$ cat src/rtl/uart_rx_os_if.sv
// UART receive front-end signal bundle.
// Serial line in, received byte and frame status out.
interface uart_rx_os_if;
    logic       rs232_rx;
    logic [7:0] rx_data;
    logic       rx_int;
    logic       frame_err;

    modport master (
        output rs232_rx,
        input  rx_data,
        input  rx_int,
        input  frame_err
    );

    modport slave (
        input  rs232_rx,
        output rx_data,
        output rx_int,
        output frame_err
    );
endinterface

$ cat src/rtl/uart_rx_os.sv
// Self-timed 8N1 UART receiver.
// Mid-bit 3-sample majority vote, edge-triggered start detection.
module uart_rx_os #(
    parameter int CLK_FREQ = 50000000,
    parameter int BAUD     = 9600
) (
    input  logic         clk,
    input  logic         rst_n,
    uart_rx_os_if.slave  rx_if
);
    localparam int BAUD_DIV = CLK_FREQ / BAUD;
    localparam int MID      = BAUD_DIV / 2;
    localparam int CW       = $clog2(BAUD_DIV);

    localparam logic [CW-1:0] C_LAST = CW'(BAUD_DIV - 1);
    localparam logic [CW-1:0] C_V0   = CW'(MID - 1);
    localparam logic [CW-1:0] C_V1   = CW'(MID);
    localparam logic [CW-1:0] C_VOTE = CW'(MID + 1);

    if (BAUD_DIV < 8) begin : g_div_chk
        $error("uart_rx_os: BAUD_DIV must be >= 8");
    end

    typedef enum logic {IDLE, RECV} state_t;

    state_t        state_q, state_d;
    logic [CW-1:0] cnt_q, cnt_d;
    logic [3:0]    bit_q, bit_d;
    logic [7:0]    shift_q, shift_d;
    logic          v0_q, v0_d;
    logic          v1_q, v1_d;
    logic [7:0]    data_q, data_d;
    logic          int_q, int_d;
    logic          ferr_q, ferr_d;
    logic          s1_q, s2_q, s3_q;
    logic          fall;
    logic          vote;

    assign fall = s3_q & ~s2_q;
    assign vote = (v0_q & v1_q) | (v0_q & s2_q) | (v1_q & s2_q);

    assign rx_if.rx_data   = data_q;
    assign rx_if.rx_int    = int_q;
    assign rx_if.frame_err = ferr_q;

    // Two-flop synchronizer plus one flop for falling-edge detection.
    always_ff @(posedge clk or negedge rst_n) begin
        if (!rst_n) begin
            s1_q <= 1'b1;
            s2_q <= 1'b1;
            s3_q <= 1'b1;
        end else begin
            s1_q <= rx_if.rs232_rx;
            s2_q <= s1_q;
            s3_q <= s2_q;
        end
    end

    // Receiver state and output registers.
    always_ff @(posedge clk or negedge rst_n) begin
        if (!rst_n) begin
            state_q <= IDLE;
            cnt_q   <= '0;
            bit_q   <= '0;
            shift_q <= '0;
            v0_q    <= 1'b0;
            v1_q    <= 1'b0;
            data_q  <= '0;
            int_q   <= 1'b0;
            ferr_q  <= 1'b0;
        end else begin
            state_q <= state_d;
            cnt_q   <= cnt_d;
            bit_q   <= bit_d;
            shift_q <= shift_d;
            v0_q    <= v0_d;
            v1_q    <= v1_d;
            data_q  <= data_d;
            int_q   <= int_d;
            ferr_q  <= ferr_d;
        end
    end

    // Bit timing, sample voting and frame assembly.
    always_comb begin
        state_d = state_q;
        cnt_d   = cnt_q;
        bit_d   = bit_q;
        shift_d = shift_q;
        v0_d    = v0_q;
        v1_d    = v1_q;
        data_d  = data_q;
        int_d   = int_q;
        ferr_d  = 1'b0;

        unique case (state_q)
            IDLE: begin
                cnt_d = '0;
                bit_d = '0;
                // The fall cycle itself counts as cnt = 0.
                if (fall) begin
                    state_d = RECV;
                    cnt_d   = CW'(1);
                end
            end
            RECV: begin
                if (cnt_q == C_LAST) begin
                    cnt_d = '0;
                    bit_d = bit_q + 4'd1;
                end else begin
                    cnt_d = cnt_q + CW'(1);
                end
                if (cnt_q == C_V0) v0_d = s2_q;
                if (cnt_q == C_V1) v1_d = s2_q;
                if (cnt_q == C_VOTE) begin
                    if (bit_q == 4'd0) begin
                        if (vote) begin
                            state_d = IDLE;
                            cnt_d   = '0;
                            bit_d   = '0;
                        end else begin
                            int_d = 1'b1;
                        end
                    end else if (bit_q == 4'd9) begin
                        // Leave half a bit early so a
                        // back-to-back start edge is caught.
                        data_d  = shift_q;
                        int_d   = 1'b0;
                        ferr_d  = ~vote;
                        state_d = IDLE;
                        cnt_d   = '0;
                        bit_d   = '0;
                    end else begin
                        shift_d = {vote, shift_q[7:1]};
                    end
                end
            end
            default: state_d = IDLE;
        endcase
    end
endmodule
$ cat src/flat_wrapper.sv
// flat-port wrapper written by rule: the top's interface ports become plain ports
module uart_rx_os_flat 
#(
    parameter int CLK_FREQ = 50000000,
    parameter int BAUD     = 9600
)
  (clk, rst_n, rx_if_rs232_rx, rx_if_rx_data, rx_if_rx_int, rx_if_frame_err);
  uart_rx_os_if rx_if_i ();
  input  logic clk;
  input  logic rst_n;
  input wire logic [$bits(rx_if_i.rs232_rx)-1:0] rx_if_rs232_rx;
  output wire logic [$bits(rx_if_i.rx_data)-1:0] rx_if_rx_data;
  output wire logic [$bits(rx_if_i.rx_int)-1:0] rx_if_rx_int;
  output wire logic [$bits(rx_if_i.frame_err)-1:0] rx_if_frame_err;
  assign rx_if_i.rs232_rx = rx_if_rs232_rx;
  assign rx_if_rx_data = rx_if_i.rx_data;
  assign rx_if_rx_int = rx_if_i.rx_int;
  assign rx_if_frame_err = rx_if_i.frame_err;
  uart_rx_os #(.CLK_FREQ(CLK_FREQ), .BAUD(BAUD)) u_core (.clk(clk), .rst_n(rst_n), .rx_if(rx_if_i));
endmodule
$ cat config.mk
export PLATFORM = sky130hd
export DESIGN_NAME = uart_rx_os_flat
export DESIGN_NICKNAME = d
export VERILOG_FILES = /design/src/rtl/uart_rx_os_if.sv /design/src/rtl/uart_rx_os.sv /design/src/flat_wrapper.sv
export SDC_FILE = /design/constraint.sdc
export NUM_CORES = 1
export LEC_CHECK = 0
export BUFFER_PORTS_ARGS = -buffer_cell sky130_fd_sc_hd__buf_4
export CAP_MARGIN = 20
export CELL_PAD_IN_SITES_DETAIL_PLACEMENT = 0
export CELL_PAD_IN_SITES_GLOBAL_PLACEMENT = 1
export CORE_AREA = 2 2 50 99
export CTS_CLUSTER_SIZE = 20
export DETAILED_ROUTE_END_ITERATION = 10
export DIE_AREA = 0 0 52 101
export PLACE_DENSITY_LB_ADDON = 0.08
export SKIP_CTS_REPAIR_TIMING = 1
export SYNTH_ARGS = -nofsm -noshare
export SYNTH_HDL_FRONTEND = slang
export SYNTH_SLANG_ARGS = --single-unit
$ cat constraint.sdc
create_clock -name clk -period 5.5 [get_ports clk]
set_input_delay 0.275 -clock clk [delete_from_list [all_inputs] [get_ports clk]]
set_output_delay 0.275 -clock clk [all_outputs]
set_load 0.005 [all_outputs]
==> summary.md, run 1 <==
| Metric | Value |
|---|---|
| Ys Warns | `0` |
| Slew headroom | `0.319` |
| DR iter-0 viols | `24` |
| Worst-Margin Slew | `1.02 ns` |
| Setup WS pre-CTS | `roughly 2.8 ns` |
| Syn nets | `approximately 170` |
| Synth top area share | `0.484` |
| Antenna violations before repair | `0` |
| Gr ovfl total | `0` |
| Wire per inst | `~15 µm` |
| Final worst slack | `2.83 ns` |
| Layout cells sized above 1 | `0.285` |
| CTS tree | `done` |
| Mapped Area | `1970 µm²` |
| Crit end category | `flop` |
| Core Area | `approximately 4500 µm²` |
| Pwr Total | `658 µW` |
| Prevailing post-synth register cell | `dfrtp_1` |
| Pin count of the biggest net entering global routing | `42` |
| Initial core utilization | `0.436` |
| Cell accounting for the most synthesized area | `dfrtp_1` |
| Cts bufs inserted | `5` |
| Lkg Pwr | `between 0.001 and 0.0015 µW` |
| FMAX | `0.374 GHz` |
| Ant diodes | `0` |
| Nets | `180` |
| Async SR Flop Fraction | `1.00` |
| Via count | `roughly 1200` |
| H-tree Lvls | `2` |
| Routed WL | `about 3400 µm` |
| EDFF count, synth | `0` |
| Most common cell after layout, fill and taps aside | `dfrtp_1` |
| Slew Viols, Final | `0` |
| Crit Path Max Fanout | `18` |
| Final hold vios | `0` |
| Die H | `roughly 100 µm` |
| Outcome | `finished, final reports clean` |
| Post-synthesis sequential area ratio | `0.524` |
| Hold Slack | `~0.091 ns` |
| Rows | `35` |
| Clock sink total | `41` |
| Die ar. | `5250 µm²` |
| Worst-path clk slew | `0.08 ns` |
| Clk Latency, worst-skew pair | `~0.29 ns` |
| Die Span X | `around 52 µm` |
| Tcrit/Tclk final | `0.486` |
| Gate Count Post-Synth | `approximately 160` |
| Via density | `between 5 and 6` |
| Crit path required time | `between 5 and 6 ns` |
| Yosys cell types | `38` |
| Post-layout util | `0.485` |
| Hold Crit Class | `input pin to flop` |
| RSZ-0062 raised after global routing | `no` |
| RD Place Congestion | `approximately 0.77` |
| Hpwl dp | `2330 µm` |
| Worst Clk Skew | `just under 0.009 ns` |
| Drc violations | `0` |
| Max Root-Sink Buffers | `2` |
| P per Cell Area | `301 nW/µm²` |
| Critical path class | `flop to flop` |
| DRT Pass-1 Iters | `4` |
| Setup violators final | `0` |
| Post-route ant nets | `0` |
| Synth Register Bits | `41` |
| First-pass GRT wire length | `between 5000 and 6000 µm` |
| I/O pin cnt | `13` |
| Most frequent cells in the layout | `dfrtp_1 (38), nor2_1 (15), buf_4 (12)` |
| Total Routing Usage GR | `0.153` |
| Setup crit start kind | `flop` |
| Port buffer count | `12` |
| CTS root buf | `clkbuf_8` |
| Number of global-route vias before repair | `~1200` |
| Peak supply drop | `around 0.24 mV` |
| Worst EP arrival | `2.80 ns` |
| Minimum clock period | `2.67 ns` |
| Max-cap violations | `0` |
| Layout Area Growth over Synthesis | `11.2%` |
| Top cells by area, synth | `dfrtp_1 (48%), mux2_4 (6.1%), mux2_2 (5.7%)` |
| Avg Inst Size Synth | `around 13 µm²` |
| Setup_tns | `0 ns` |
## flip-flops by register name, summed over array words and instances (netlist names)
signal	count
u_core.cnt_q	13
u_core.rx_if.rx_data	8
u_core.shift_q	8
u_core.bit_q	4
u_core.rx_if.frame_err	1
u_core.rx_if.rx_int	1
u_core.s1_q	1
u_core.s2_q	1
u_core.s3_q	1
u_core.state_q	1
u_core.v0_q	1
u_core.v1_q	1
## Yosys cell counts (2+ instances only)
| cell type | instances |
|---|---|
| dfstp_2 | 3 |
| nor2_1 | 15 |
| nor3_1 | 8 |
| xnor2_1 | 9 |
| nand2_1 | 6 |
| xor2_1 | 5 |
| buf_6 | 3 |
| ha_1 | 6 |
| inv_1 | 7 |
| nor4_1 | 4 |
| nand4_1 | 4 |
| dfrtp_1 | 38 |
| or4_4 | 2 |
| mux2i_1 | 2 |
| nand3_1 | 6 |
| mux2_4 | 8 |
| mux2_2 | 10 |
## power by group
part | switching [µW] | internal, µW
Clock | 101 | 135
Combinational | 41.1 | 30.8
Sequential | 29.3 | 322
## layout make-up
cell class	count	area [µm²]
clock buffer	6	72.6
clock inverter	2	35.0
fill	415	2320
inverter	7	26.3
multi-input combinational	103	853
sequential	41	1030
tap	55	68.8
timing repair buffer	13	100
## final timing paths
path / startpoint / slack, ns / end / depth (start not counted)
hold / removal: rx_if_rs232_rx / 0.09 / u_core.s1_q$_DFF_PN1_ / 1
max in group asynchronous: rst_n / 4.63 / u_core.s1_q$_DFF_PN1_ / 2
hold reg to reg: u_core.s1_q$_DFF_PN1_ / 0.36 / u_core.s2_q$_DFF_PN1_ / 0
setup / recovery: u_core.cnt_q[7]$_DFF_PN0_ / 2.83 / u_core.cnt_q[10]$_DFF_PN0_ / 4
min in group asynchronous: rst_n / 0.49 / u_core.cnt_q[8]$_DFF_PN0_ / 2
setup reg to reg: u_core.cnt_q[7]$_DFF_PN0_ / 2.83 / u_core.cnt_q[10]$_DFF_PN0_ / 4
## through the flow
stage                     std cells  cell area [µm²]
after CTS                       226             2180
after global routing            227             2190
final                           227             2190
after detailed placement        218             2070
after floorplan                 157             1970
after global placement          218             2070
## logic make-up after synthesis
kind of cell	count (synthesis)	share of synthesized area
xor gates and xnor gates	14	0.0624
AOI/OAI and AO/OA	4	0.0255
DFF	41	0.524
adders and majority gates	7	0.0433
muxes	20	0.129
buffers and inverters	13	0.0420
and+or+nand+nor	58	0.174
## critical path, stage by stage (launching register included)
cell     delay [ns]
dfrtp_1        0.43
or4b_1         0.56
or4_4          0.46
o41ai_4        0.90
nor3_1         0.15
## layer usage
metal	track usage	part of all wire	wire, µm
met3	0.0356	0.022	75
met1	0.190	0.44	1520
met4	0.0870	0.023	80
met2	0.238	0.51	1760
met5	0	0	0
(Power assumes the default switching activity.)
==> run 2: changes to the inputs <==
- CORE_AREA: 2 2 50 99 -> 2 2 51 100
- DIE_AREA: 0 0 52 101 -> 0 0 53 102
- clock period: 5.5 -> 2.4 ns (I/O delays scaled with it)
==> run 2 against run 1 <==
Register-to-register slack worse by 2.8 ns. Sequential share of layout area shrank 2.1 points. First-iteration DRC count decreased by 50%. Wire length rose by 11%. Sequential power up 120%. Largest power group unchanged.
==> summary.md, run 2 (same netlist as run 1, synthesis figures left out) <==
| Metric | Value |
|---|---|
| Reg2reg start | `u_core.cnt_q[4]$_DFF_PN0_ (was u_core.cnt_q[7]$_DFF_PN0_)` |
| Layout cells sized above 1 | `0.332 (was 0.285)` |
| FMAX | `0.419 GHz (was 0.374 GHz)` |
| Worst-Margin Slew | `0.788 ns (was 1.02 ns)` |
| Core Area | `4600 µm² (was 4510 µm²)` |
| Placed Area | `2140 µm² (was 2070 µm²)` |
| Wire per inst | `15.9 µm (was 15.1 µm)` |
| Clock share of power | `0.344 (was 0.358)` |
| Pin count of the biggest net entering global routing | `42 (unchanged)` |
| Crit path to | `u_core.rx_if.rx_data[7]$_DFFE_PN0P_ (was u_core.cnt_q[10]$_DFF_PN0_)` |
| P per Cell Area | `687 nW/µm² (was 301 nW/µm²)` |
| DR iter-0 viols | `12 (was 24)` |
| Rows | `35 (unchanged)` |
| Total Routing Usage GR | `0.160 (was 0.153)` |
| Minimum clock period | `2.39 ns (was 2.67 ns)` |
| Flop pwr share | `0.490 (was 0.533)` |
| Slew headroom | `0.472 (was 0.319)` |
| Worst R2R Path Depth | `4 (unchanged)` |
| Psw | `411 µW (was 171 µW)` |
| Largest reg by FF count | `u_core.cnt_q (unchanged)` |
| Ant diodes | `0 (unchanged)` |
| Critical path class | `flop to flop (unchanged)` |
| Worst R2R Setup Slack | `0.01 ns (was 2.83 ns)` |
| Multi-input gate area | `868 µm² (was 853 µm²)` |
| Crit end category | `flop (unchanged)` |
| Peak supply drop | `0.461 mV (was 0.244 mV)` |
| DRT Pass-1 Iters | `4 (unchanged)` |
| Setup crit start kind | `flop (unchanged)` |
| Crit Path Max Fanout | `5 (was 18)` |
| Internal power | `1160 µW (was 487 µW)` |
| Most common cell after layout, fill and taps aside | `dfrtp_1 (unchanged)` |
| Hold Crit Class | `input pin to asynchronous set/reset pin (was input pin to flop)` |
| Crit path required time | `2.58 ns (was 5.62 ns)` |
| Worst-path clk slew | `0.08 ns (about the same)` |
| Gate power share | `0.166 (was 0.109)` |
| Number of global-route vias before repair | `1283 (was 1225)` |
| H-tree Lvls | `2 (unchanged)` |
| Setup violators final | `0 (unchanged)` |
| First-pass GRT wire length | `6280 µm (was 5860 µm)` |
| Port buffer count | `12 (unchanged)` |
| Layout Area Growth over Synthesis | `16.3% (was 11.2%)` |
| RD Place Congestion | `0.756 (was 0.766)` |
| Pwr Total | `1570 µW (was 658 µW)` |
| Worst EP arrival | `2.56 ns (was 2.80 ns)` |
| Drc violations | `0 (unchanged)` |
| Max-cap violations | `0 (unchanged)` |
| Crit. Startpoint | `u_core.cnt_q[4]$_DFF_PN0_ (was u_core.cnt_q[7]$_DFF_PN0_)` |
| Tcrit/Tclk final | `0.994 (was 0.486)` |
| RSZ-0062 raised after global routing | `yes (was no)` |
| CTS tree | `done (unchanged)` |
| Sequential Area | `1030 µm² (unchanged)` |
| I/O pin cnt | `13 (unchanged)` |
| Clock sink total | `41 (unchanged)` |
| Most frequent cells in the layout | `dfrtp_1 (38), buf_4 (22), nor2_1 (15) (was dfrtp_1 (38), nor2_1 (15), buf_4 (12))` |
| Cts bufs inserted | `5 (unchanged)` |
| Hpwl dp | `2740 µm (was 2330 µm)` |
| Post-layout util | `0.497 (was 0.485)` |
| Die Span X | `53 µm (was 52 µm)` |
| Clk Latency, worst-skew pair | `0.29 ns (about the same)` |
| Antenna violations before repair | `0 (unchanged)` |
| Initial core utilization | `0.427 (was 0.436)` |
| Max Root-Sink Buffers | `2 (unchanged)` |
| Via count | `1252 (was 1208)` |
| Lkg Pwr | `0.00107 µW (was 0.00101 µW)` |
| Via density | `5.24 (was 5.32)` |
| Worst R2R End | `u_core.rx_if.rx_data[7]$_DFFE_PN0P_ (was u_core.cnt_q[10]$_DFF_PN0_)` |
| Post-route ant nets | `0 (unchanged)` |
| CTS root buf | `clkbuf_8 (unchanged)` |
| Die H | `102 µm (was 101 µm)` |
| Gr ovfl total | `0 (unchanged)` |
| Hold Slack | `0.351 ns (was 0.0911 ns)` |
| Outcome | `finished, final reports clean (unchanged)` |
| Fraction of power spent switching nets | `0.261 (was 0.260)` |
| Final Instance Area | `2290 µm² (was 2190 µm²)` |
| Nets | `192 (was 180)` |
| Routed WL | `3800 µm (was 3430 µm)` |
| Fill cells | `424 (was 415)` |
| Slew Viols, Final | `0 (unchanged)` |
| Die ar. | `5410 µm² (was 5250 µm²)` |
| Final hold vios | `0 (unchanged)` |
| Worst Clk Skew | `0.00600 ns (was 0.00872 ns)` |
| Flip-flop count of the largest register after layout | `13 (unchanged)` |
==> run 2: critical path, stage by stage, from the launching register on <==
cell	delay [ns]
dfrtp_1	0.38
or4b_4	0.54
or4_4	0.46
or4_4	0.57
mux2_4	0.33
==> run 2: worst min-delay path by stage <==
stage / to / start / cells after the start
after global routing: u_core.s2_q$_DFF_PN1_ / u_core.s1_q$_DFF_PN1_ / 0
after detailed placement: u_core.rx_if.frame_err$_DFF_PN0_ / rst_n / 1
after CTS: u_core.state_q$_DFF_PN0_ / rst_n / 1
after global placement: u_core.rx_if.frame_err$_DFF_PN0_ / rst_n / 1
after floorplan: u_core.bit_q[0]$_DFF_PN0_ / rst_n / 0
final: u_core.state_q$_DFF_PN0_ / rst_n / 2
==> run 2: final cells by class <==
cell class | count | share of cell area
Sequential cell | 41 | 0.450
Multi-Input combinational cell | 104 | 0.380
Timing Repair Buffer | 24 | 0.0810
Clock buffer | 6 | 0.0317
Inverter | 7 | 0.0115
Clock inverter | 2 | 0.0153
Tap cell | 55 | 0.0301
==> run 2: power by group through the flow <==
stage               Combinational [µW]  Sequential [µW]  Clock [µW]
finish                             261              769         541
detailed placement                 260              784           0
CTS                                261              770         561
floorplan                          176              783           0
global route                       296              778         591
global placement                   254              780           0
==> run 2: stage by stage <==
step	instances	setup TNS [ns]	setup slack, ns
after floorplan	157	0	0.0310
after global placement	228	0	0.0507
after detailed placement	228	0	0.0202
after CTS	236	0	0.0102
after global routing	239	-0.154	-0.0398
final	239	0	0.0145
==> run 2: metal layers <==
layer | vias up | global-route usage | wire length [µm]
li1 | 609 | - | -
met1 | 623 | 0.167 | 1430
met2 | 14 | 0.298 | 2230
met4 | 0 | 0.0651 | 73
met3 | 6 | 0.0307 | 74
met5 | - | 0 | 0
==> run 3: changes to the inputs <==
- RECOVER_POWER: default -> 100
==> run 3 against run 2 <==
Clock-buffer cell count unchanged. First-iteration DRC count down 17%. Global-route usage unchanged. Critical endpoint unchanged.
==> summary.md, run 3 (same netlist as run 1, synthesis figures left out) <==
| Metric | Value |
|---|---|
| Outcome | `finished, final reports clean (unchanged)` |
| Wire per inst | `15.9 µm (about the same)` |
| Worst R2R End | `u_core.rx_if.rx_data[7]$_DFFE_PN0P_ (unchanged)` |
| Die Span X | `53 µm (unchanged)` |
| Hpwl dp | `2740 µm (unchanged)` |
| Flip-flop count of the largest register after layout | `13 (unchanged)` |
| Lkg Pwr | `0.00107 µW (about the same)` |
| Largest reg by FF count | `u_core.cnt_q (unchanged)` |
| Worst R2R Path Depth | `4 (unchanged)` |
| Final hold vios | `0 (unchanged)` |
| First-pass GRT wire length | `6280 µm (unchanged)` |
| Post-route ant nets | `0 (unchanged)` |
| Placed Area | `2140 µm² (unchanged)` |
| Gate power share | `0.165 (was 0.166)` |
| Worst-path clk slew | `0.08 ns (about the same)` |
| Crit path required time | `2.58 ns (about the same)` |
| RD Place Congestion | `0.756 (unchanged)` |
| H-tree Lvls | `2 (unchanged)` |
| Port buffer count | `12 (unchanged)` |
| Setup crit start kind | `flop (unchanged)` |
| Crit end category | `flop (unchanged)` |
| Psw | `411 µW (about the same)` |
| I/O pin cnt | `13 (unchanged)` |
| Die H | `102 µm (unchanged)` |
| Fill cells | `425 (was 424)` |
| Crit. Startpoint | `u_core.cnt_q[4]$_DFF_PN0_ (unchanged)` |
| Most common cell after layout, fill and taps aside | `dfrtp_1 (unchanged)` |
| Slew Viols, Final | `0 (unchanged)` |
| Reg2reg start | `u_core.cnt_q[4]$_DFF_PN0_ (unchanged)` |
| Drc violations | `0 (unchanged)` |
| Crit Path Max Fanout | `5 (unchanged)` |
| Cell count after placement | `228 (unchanged)` |
| Core Area | `4600 µm² (unchanged)` |
| FMAX | `0.419 GHz (about the same)` |
| Ant diodes | `0 (unchanged)` |
| Peak supply drop | `0.461 mV (about the same)` |
| Critical path class | `flop to flop (unchanged)` |
| Most frequent cells in the layout | `dfrtp_1 (38), nor2_1 (15), clkbuf_4 (11) (was dfrtp_1 (38), buf_4 (22), nor2_1 (15))` |
| Final Instance Area | `2280 µm² (was 2290 µm²)` |
| Gr ovfl total | `0 (unchanged)` |
| DR iter-0 viols | `10 (was 12)` |
| Hold Crit Class | `flop to flop (was input pin to asynchronous set/reset pin)` |
| P per Cell Area | `687 nW/µm² (about the same)` |
| Max Root-Sink Buffers | `2 (unchanged)` |
| DRT Pass-1 Iters | `4 (unchanged)` |
| Worst R2R Setup Slack | `0.01 ns (about the same)` |
| Layout Area Growth over Synthesis | `16.2% (was 16.3%)` |
| Clock share of power | `0.345 (was 0.344)` |
| Initial core utilization | `0.427 (unchanged)` |
| Worst EP arrival | `2.56 ns (about the same)` |
| Post-layout util | `0.497 (about the same)` |
| Clock sink total | `41 (unchanged)` |
| Setup_tns | `0 ns (unchanged)` |
| Flop pwr share | `0.490 (about the same)` |
| Setup violators final | `0 (unchanged)` |
| Minimum clock period | `2.39 ns (about the same)` |
| Number of global-route vias before repair | `1283 (unchanged)` |
| Via count | `1257 (was 1252)` |
| Worst Clk Skew | `0.00548 ns (was 0.00600 ns)` |
| Min-Delay Path Depth | `0` |
| Slew headroom | `0.321 (was 0.472)` |
| Final std cells w/o fill | `239 (unchanged)` |
| Pwr Total | `1570 µW (about the same)` |
| Layout cells sized above 1 | `0.332 (unchanged)` |
| Rows | `35 (unchanged)` |
| CTS root buf | `clkbuf_8 (unchanged)` |
| Via density | `5.26 (was 5.24)` |
| Crit path to | `u_core.rx_if.rx_data[7]$_DFFE_PN0P_ (unchanged)` |
| Cts bufs inserted | `5 (unchanged)` |
| Worst-Margin Slew | `1.02 ns (was 0.788 ns)` |
| Nets | `192 (unchanged)` |
| Total Routing Usage GR | `0.160 (unchanged)` |
| Max-cap violations | `0 (unchanged)` |
| Antenna violations before repair | `0 (unchanged)` |
| Internal power | `1160 µW (about the same)` |
| Fraction of power spent switching nets | `0.262 (was 0.261)` |
| Routed WL | `3800 µm (about the same)` |
| Die ar. | `5410 µm² (unchanged)` |
| CTS tree | `done (unchanged)` |
| Tcrit/Tclk final | `0.994 (about the same)` |
| RSZ-0062 raised after global routing | `yes (unchanged)` |
| Clk Latency, worst-skew pair | `0.29 ns (about the same)` |
| Pin count of the biggest net entering global routing | `42 (unchanged)` |
[run 3: layout make-up]
| cell class | instances | area [µm²] | share of cell area |
|---|---|---|---|
| well taps | 55 | 68.8 | 0.0301 |
| flip-flops and latches | 41 | 1030 | 0.451 |
| repair buffers | 24 | 183 | 0.0800 |
| inverters | 7 | 26.3 | 0.0115 |
| clock buffers | 6 | 72.6 | 0.0318 |
| clock inverters | 2 | 35.0 | 0.0153 |
| multi-input cells | 104 | 868 | 0.380 |
[run 3: worst min-delay path by stage]
stage	start	endpoint	slack (ns)
after floorplan	rst_n	u_core.bit_q[0]$_DFF_PN0_	-0.18
after global placement	rst_n	u_core.rx_if.frame_err$_DFF_PN0_	0.12
after detailed placement	rst_n	u_core.rx_if.frame_err$_DFF_PN0_	0.14
after CTS	rst_n	u_core.state_q$_DFF_PN0_	-0.18
after global routing	u_core.s1_q$_DFF_PN1_	u_core.s2_q$_DFF_PN1_	0.36
final	u_core.s1_q$_DFF_PN1_	u_core.s2_q$_DFF_PN1_	0.36
[run 3: power groups by stage]
stage / clock network, µW / logic, µW / registers (µW)
floorplan: 0 / 176 / 783
global placement: 0 / 254 / 780
detailed placement: 0 / 260 / 784
CTS: 561 / 261 / 770
global route: 591 / 295 / 778
finish: 541 / 259 / 769
[run 3: metal layers]
| metal | wire length (µm) | GRT usage |
|---|---|---|
| met1 | 1420 | 0.167 |
| met2 | 2220 | 0.298 |
| met3 | 82 | 0.0307 |
| met4 | 73 | 0.0651 |
| met5 | 0 | 0 |
[run 3: worst max-delay path: stages, from the launching register on]
cell and delay [ns]:
dfrtp_1 0.38, or4b_4 0.54, or4_4 0.46, or4_4 0.57
mux2_4 0.33
[run 3: through the flow]
| stage | setup WS [ns] | hold WS, ns |
|---|---|---|
| floorplan | 0.0310 | -0.176 |
| global placement | 0.0507 | 0.120 |
| detailed placement | 0.0202 | 0.135 |
| CTS | 0.0102 | -0.181 |
| global route | -0.0398 | 0.363 |
| finish | 0.0143 | 0.357 |
